==> config.mk <==
export PLATFORM = sky130hd
export DESIGN_NAME = fir_tap_product_stage_flat
export DESIGN_NICKNAME = d
export VERILOG_FILES = /design/src/rtl/fir_tap_product_stage_if.sv /design/src/rtl/fir_tap_product_stage.sv /design/src/flat_wrapper.sv
export SDC_FILE = /design/constraint.sdc
export NUM_CORES = 2
export LEC_CHECK = 0
export ABC_AREA = 1
export ABC_CLOCK_PERIOD_IN_PS = 7920
export CORE_MARGIN = 5
export CORE_UTILIZATION = 60
export CTS_BUF_LIST = sky130_fd_sc_hd__clkbuf_4 sky130_fd_sc_hd__clkbuf_8
export DETAILED_ROUTE_END_ITERATION = 16
export GPL_TIMING_DRIVEN = 0
export PLACE_DENSITY = 0.87
export SLEW_MARGIN = 10
export SYNTH_ARGS = -nofsm -noshare
export SYNTH_HDL_FRONTEND = slang
export SYNTH_SLANG_ARGS = --single-unit
==> constraint.sdc <==
create_clock -name clk -period 7.92 [get_ports clk]
set_input_delay 1.584 -clock clk [delete_from_list [all_inputs] [get_ports clk]]
set_output_delay 1.584 -clock clk [all_outputs]
set_load 0.03 [all_outputs]
==> src/rtl/fir_tap_product_stage_if.sv <==
// Sample/coefficient/product bundle between the FIR front end and the tap product stage.
// Latency and flow are set by the stage; this bus has no handshake beyond the valid strobes.
interface fir_tap_product_stage_if #(
   parameter int SAMPLE_W = 11,
   parameter int COEF_W   = 8
);
   localparam int PROD_W = SAMPLE_W + COEF_W;

   logic signed [SAMPLE_W-1:0] sample_in;
   logic                       sample_valid;
   logic                       coef_wr_en;
   logic [2:0]                 coef_addr;
   logic signed [COEF_W-1:0]   coef_data;
   logic                       clear;
   logic signed [PROD_W-1:0]   prod_0;
   logic signed [PROD_W-1:0]   prod_1;
   logic signed [PROD_W-1:0]   prod_2;
   logic signed [PROD_W-1:0]   prod_3;
   logic signed [PROD_W-1:0]   prod_4;
   logic signed [PROD_W-1:0]   prod_5;
   logic signed [PROD_W-1:0]   prod_6;
   logic signed [PROD_W-1:0]   prod_7;
   logic                       prod_valid;
   logic                       primed;

   modport master (
      output sample_in, sample_valid, coef_wr_en, coef_addr, coef_data, clear,
      input  prod_0, prod_1, prod_2, prod_3, prod_4, prod_5, prod_6, prod_7,
      input  prod_valid, primed
   );

   modport slave (
      input  sample_in, sample_valid, coef_wr_en, coef_addr, coef_data, clear,
      output prod_0, prod_1, prod_2, prod_3, prod_4, prod_5, prod_6, prod_7,
      output prod_valid, primed
   );
endinterface

==> src/rtl/fir_tap_product_stage.sv <==
// 8-tap delay line times programmable coefficients, feeding the 19-bit adder tree.
// Products registered 1 cycle after an accepted sample; no backpressure (tree always ready).
module fir_tap_product_stage #(
   parameter int SAMPLE_W = 11,
   parameter int COEF_W   = 8
) (
   input logic                    clk,
   input logic                    rst_n,
   fir_tap_product_stage_if.slave bus
);
   localparam int PROD_W = SAMPLE_W + COEF_W;
   localparam int NTAP   = 8;

   if (PROD_W != 19) begin : g_width_check
      $error("fir_tap_product_stage: SAMPLE_W + COEF_W must equal 19");
   end

   // Only taps 0..6 are stored: tap 7 is consumed by the product register and then discarded.
   logic signed [SAMPLE_W-1:0] tap_q     [NTAP-1];
   logic signed [SAMPLE_W-1:0] next_tap  [NTAP];
   logic signed [COEF_W-1:0]   coef_q    [NTAP];
   logic signed [PROD_W-1:0]   prod_q    [NTAP];
   logic signed [PROD_W-1:0]   prod_next [NTAP];
   logic                       prod_valid_q;
   logic                       primed_q;
   logic [3:0]                 count_q;
   logic [3:0]                 count_next;
   logic                       accept;

   assign accept     = bus.sample_valid && !bus.clear;
   assign count_next = (count_q == 4'd8) ? count_q : count_q + 4'd1;

   // Sign-extend both operands to the product width so the low bits are the exact signed product.
   always_comb begin
      next_tap[0] = bus.sample_in;
      for (int k = 1; k < NTAP; k++) next_tap[k] = tap_q[k-1];
      for (int k = 0; k < NTAP; k++) begin
         prod_next[k] = {{COEF_W{next_tap[k][SAMPLE_W-1]}}, next_tap[k]}
                      * {{SAMPLE_W{coef_q[k][COEF_W-1]}}, coef_q[k]};
      end
   end

   always_ff @(posedge clk or negedge rst_n) begin
      if (!rst_n) begin
         for (int k = 0; k < NTAP-1; k++) tap_q[k] <= '0;
         for (int k = 0; k < NTAP; k++)   prod_q[k] <= '0;
         prod_valid_q <= 1'b0;
         primed_q     <= 1'b0;
         count_q      <= 4'd0;
      end else if (bus.clear) begin
         for (int k = 0; k < NTAP-1; k++) tap_q[k] <= '0;
         for (int k = 0; k < NTAP; k++)   prod_q[k] <= '0;
         prod_valid_q <= 1'b0;
         primed_q     <= 1'b0;
         count_q      <= 4'd0;
      end else if (accept) begin
         for (int k = 0; k < NTAP-1; k++) tap_q[k] <= next_tap[k];
         for (int k = 0; k < NTAP; k++)   prod_q[k] <= prod_next[k];
         prod_valid_q <= 1'b1;
         primed_q     <= (count_next == 4'd8);
         count_q      <= count_next;
      end else begin
         prod_valid_q <= 1'b0;
      end
   end

   // Coefficient writes are independent of clear; products at this edge still see the old value.
   always_ff @(posedge clk or negedge rst_n) begin
      if (!rst_n) begin
         for (int k = 0; k < NTAP; k++) coef_q[k] <= '0;
      end else if (bus.coef_wr_en) begin
         coef_q[bus.coef_addr] <= bus.coef_data;
      end
   end

   assign bus.prod_0     = prod_q[0];
   assign bus.prod_1     = prod_q[1];
   assign bus.prod_2     = prod_q[2];
   assign bus.prod_3     = prod_q[3];
   assign bus.prod_4     = prod_q[4];
   assign bus.prod_5     = prod_q[5];
   assign bus.prod_6     = prod_q[6];
   assign bus.prod_7     = prod_q[7];
   assign bus.prod_valid = prod_valid_q;
   assign bus.primed     = primed_q;
endmodule

==> src/flat_wrapper.sv <==
// flat-port wrapper written by rule: the top's interface ports become plain ports
module fir_tap_product_stage_flat 
#(
   parameter int SAMPLE_W = 11,
   parameter int COEF_W   = 8
)
  (clk, rst_n, bus_sample_in, bus_sample_valid, bus_coef_wr_en, bus_coef_addr, bus_coef_data, bus_clear, bus_prod_0, bus_prod_1, bus_prod_2, bus_prod_3, bus_prod_4, bus_prod_5, bus_prod_6, bus_prod_7, bus_prod_valid, bus_primed);
  fir_tap_product_stage_if #(.SAMPLE_W(SAMPLE_W), .COEF_W(COEF_W)) bus_i ();
  input logic clk;
  input logic rst_n;
  input wire logic [$bits(bus_i.sample_in)-1:0] bus_sample_in;
  input wire logic [$bits(bus_i.sample_valid)-1:0] bus_sample_valid;
  input wire logic [$bits(bus_i.coef_wr_en)-1:0] bus_coef_wr_en;
  input wire logic [$bits(bus_i.coef_addr)-1:0] bus_coef_addr;
  input wire logic [$bits(bus_i.coef_data)-1:0] bus_coef_data;
  input wire logic [$bits(bus_i.clear)-1:0] bus_clear;
  output wire logic [$bits(bus_i.prod_0)-1:0] bus_prod_0;
  output wire logic [$bits(bus_i.prod_1)-1:0] bus_prod_1;
  output wire logic [$bits(bus_i.prod_2)-1:0] bus_prod_2;
  output wire logic [$bits(bus_i.prod_3)-1:0] bus_prod_3;
  output wire logic [$bits(bus_i.prod_4)-1:0] bus_prod_4;
  output wire logic [$bits(bus_i.prod_5)-1:0] bus_prod_5;
  output wire logic [$bits(bus_i.prod_6)-1:0] bus_prod_6;
  output wire logic [$bits(bus_i.prod_7)-1:0] bus_prod_7;
  output wire logic [$bits(bus_i.prod_valid)-1:0] bus_prod_valid;
  output wire logic [$bits(bus_i.primed)-1:0] bus_primed;
  assign bus_i.sample_in = bus_sample_in;
  assign bus_i.sample_valid = bus_sample_valid;
  assign bus_i.coef_wr_en = bus_coef_wr_en;
  assign bus_i.coef_addr = bus_coef_addr;
  assign bus_i.coef_data = bus_coef_data;
  assign bus_i.clear = bus_clear;
  assign bus_prod_0 = bus_i.prod_0;
  assign bus_prod_1 = bus_i.prod_1;
  assign bus_prod_2 = bus_i.prod_2;
  assign bus_prod_3 = bus_i.prod_3;
  assign bus_prod_4 = bus_i.prod_4;
  assign bus_prod_5 = bus_i.prod_5;
  assign bus_prod_6 = bus_i.prod_6;
  assign bus_prod_7 = bus_i.prod_7;
  assign bus_prod_valid = bus_i.prod_valid;
  assign bus_primed = bus_i.primed;
  fir_tap_product_stage #(.SAMPLE_W(SAMPLE_W), .COEF_W(COEF_W)) u_core (.clk(clk), .rst_n(rst_n), .bus(bus_i));
endmodule
==> results.cfg <==
[routing]
top_layer_used = met4
final_antenna_net_count = 0
wl_met1_mm = 37.90
dr_total_vias = 32980
met3_wirelength_mm = 10.47
viasPerCell = 5.378
met2_length_mm = 50.57
drc = 0
dr.pass1.iters = 8
post_drt_wl_per_cell_um = 17.19
dr.first_iter.drc_count = 3005
wl_mm = 105.4

[final_layout]
layout_common_cells = 1,377 x nand2_1, 1,349 x inv_1, 584 x fa_1
nNetsFinal = 6131
final_common_cell = nand2_1
final_layout_size_suffix_gt1_share_pct = 2.860
largest_reg_flops = 77
fillers = 4964
syn_to_final_growth_pct = 10.82
instances_no_fill = 6133
multi_input_area_um2 = 25060
seqCellArea_um2 = 7482
utilization_pct = 67.37

[global_routing]
overflow = 0
grt_pass1_vias = 34330
grt_pass1_wl_mm = 171.7
antenna_found_initial = 9
grt_max_degree = 103
gr-usage-all-layers_pct = 30.60

[critical_path]
critPathRequiredTime_ps = 8490
max_stage_delay_ps = 680
crit_path_end_kind = flop
worst-path-buf-inv = 4
critical_path.cell_chain = clkbuf_1 > nand2_1 > fa_1 > inv_1 > fa_1 > inv_1 > fa_1 > fa_1 > inv_1 > ha_1 > nand2_1 > nor2_1 > and2_1 > nand2_1 > nand3_1 > nand3_1 > nand3_1 > nand2_1
path_delay_family = adder cells
arrival_ps = 5880
slowest_stage = fa_1
path_class = in2reg
path_max_fanout = 9
cp-start-kind = input port

[cts]
cts_hold_buffers = 0
cts_max_path_buffers = 3
clock_sinks = 299
cts_tree = built
clock_latency_ps = 690
clk_pin_slew_ps = 60
post_cts_resized = 0
post_cts_buffers = 0
cts_root_buf = clkbuf_8
cts_max_level = 2
numCtsBuffers = 56

[sta]
clock-skew-final_ps = 35.92
rsz0062_at_grt = no
tightest_slew_ps = 986.2
period_needed_ps = 5307
finalSetupViolCount = 0
slew_headroom_pct = 34.26
final_max_slew_viol_count = 0
finalHoldViolCount = 0
fmax_mhz = 188.4
period_share_pct = 67.01

[power_and_ir_drop]
ir_worst_vdd_mv = 0.4021
p_per_area_nw_per_um2 = 174.0
power_leakage_nw = 25.21

[logic_synthesis]
ys_ff_latch = 299
synth_cells = 5008
synthArstFlopShare_pct = 100.0
synth_top_cell_by_area = fa_1
synth_edf_count = 0
synth_top_area_share_pct = 30.38
synth.cell_area_um2 = 38490
yosysWarningCount = 0
syn-num-nets = 5901
synth_flop_cell = dfrtp_1
syn_area_per_cell_um2 = 7.685
synth_cell_types = 36
ys_seq_area_share_pct = 19.44
yosys-top-cells-area = fa_1 30%, dfrtp_1 19%, nand2_1 13%

[placement]
io_buffers = 169
placed_cells = 6026
hpwl_mm = 83.97
gp_congestion = 0.9456

[hold_path]
hold_path_class = reg2reg

[floorplanning]
core_area_um2 = 63310
num_rows = 92
io_pins = 181
chipWidth_um = 263.3
die_y_um = 263.3
start_util_pct = 60.79
die-area_um2 = 69310

[status]
status = finished, final reports clean

[job]
drv_cap = 0
## through the flow
stage | total power, mW | setup TNS [ps] | hold slack, ps | setup WS (ps) | cell area (µm²)
floorplan | 4.466 | 0 | 472.3 | 2637 | 38490
global placement | 5.467 | -2339300 | 464.2 | -7878 | 41240
detailed placement | 5.593 | 0 | 465.3 | 1980 | 41320
CTS | 7.428 | 0 | 481.4 | 2677 | 42630
global route | 8.018 | 0 | 501.3 | 2332 | 42650
finish | 7.421 | 0 | 475.2 | 2613 | 42650
## path summary, 6_finish.rpt
| path | startpoint | to | slack (ps) | depth (start not counted) |
|---|---|---|---|---|
| setup reg to reg | u_core.coef_q[18] | u_core.bus.prod_5[18] | 2840 | 17 |
| max in group asynchronous | rst_n | u_core.bus.prod_5[15] | 5470 | 4 |
| setup / recovery | bus_sample_in[10] | u_core.bus.prod_0[18] | 2610 | 18 |
| min in group asynchronous | rst_n | u_core.bus.prod_0[17] | 800 | 1 |
| hold / removal | u_core.bus.prod_4[18] | u_core.bus.prod_4[18] | 480 | 2 |
| hold reg to reg | u_core.bus.prod_4[18] | u_core.bus.prod_4[18] | 480 | 2 |
## routing by layer
metal | track usage (%) | vias up
met5 | 0 | -
met4 | 16.77 | 0
met3 | 7.779 | 372
met2 | 50.97 | 1552
met1 | 36.59 | 15970
li1 | - | 15090
## synth_stat cells (2+ instances only)
library cell / instances
ha_1: 282
nand3_1: 131
nor3_2: 2
buf_4: 11
buf_2: 27
xor2_1: 12
o21ai_1: 31
a21oi_1: 131
a22o_1: 32
inv_2: 2
nor2_2: 2
clkbuf_1: 162
dfrtp_1: 299
o21a_1: 3
nand2_1: 1377
o21ai_0: 186
inv_1: 1349
fa_1: 584
a32o_1: 9
clkinv_1: 7
xnor2_1: 16
a21boi_0: 5
and2_1: 2
nand4_1: 2
nor2_1: 250
a21o_1: 2
nand3b_1: 11
o22ai_1: 62
buf_1: 2
nor3_1: 6
o21bai_1: 6
## report_power, final
part / total (mW) / switching [mW] / internal, mW / leakage (nW)
Combinational: 3.79 / 2.45 / 1.33 / 20.5
Sequential: 1.82 / 0.121 / 1.70 / 4.01
Clock: 1.81 / 0.755 / 1.06 / 0.666
Total: 7.42 / 3.33 / 4.09 / 25.2
## worst register-to-register path, cell delays in order, from the launching register on
cell and delay (ps):
dfrtp_1 430, clkbuf_1 500, nand2_1 290, fa_1 690, inv_1 160, fa_1 530, inv_1 50, fa_1 500
inv_1 60, fa_1 470, ha_1 410, nand2_1 100, nor2_1 170, nand2_1 90, o21ai_0 250, nand2_1 80
nand3_1 100, nand2_1 60
## cell families (layout without fill, tap and decap cells)
logic type,after synthesis,after routing,synth area share [%]
xor gates and xnor gates,28,28,0.6372
buffers and inverters,1561,1832,15.45
adders and majority gates,866,866,39.55
other,0,8,0
AOI/OAI and AO/OA,468,468,6.827
and+or+nand+nor,1786,1786,18.10
DFF,299,299,19.44
## cell type report
cell class	instances	share of cell area, %
Clock buffer	81	2.408
Sequential cell	299	17.54
Timing Repair Buffer	172	4.172
Clock inverter	18	0.6571
Buffer	203	1.986
Tap cell	846	2.482
Antenna cell	8	0.04694
Multi-Input combinational cell	3148	58.75
Inverter	1358	11.95
Power figures use the tool's default switching activity.
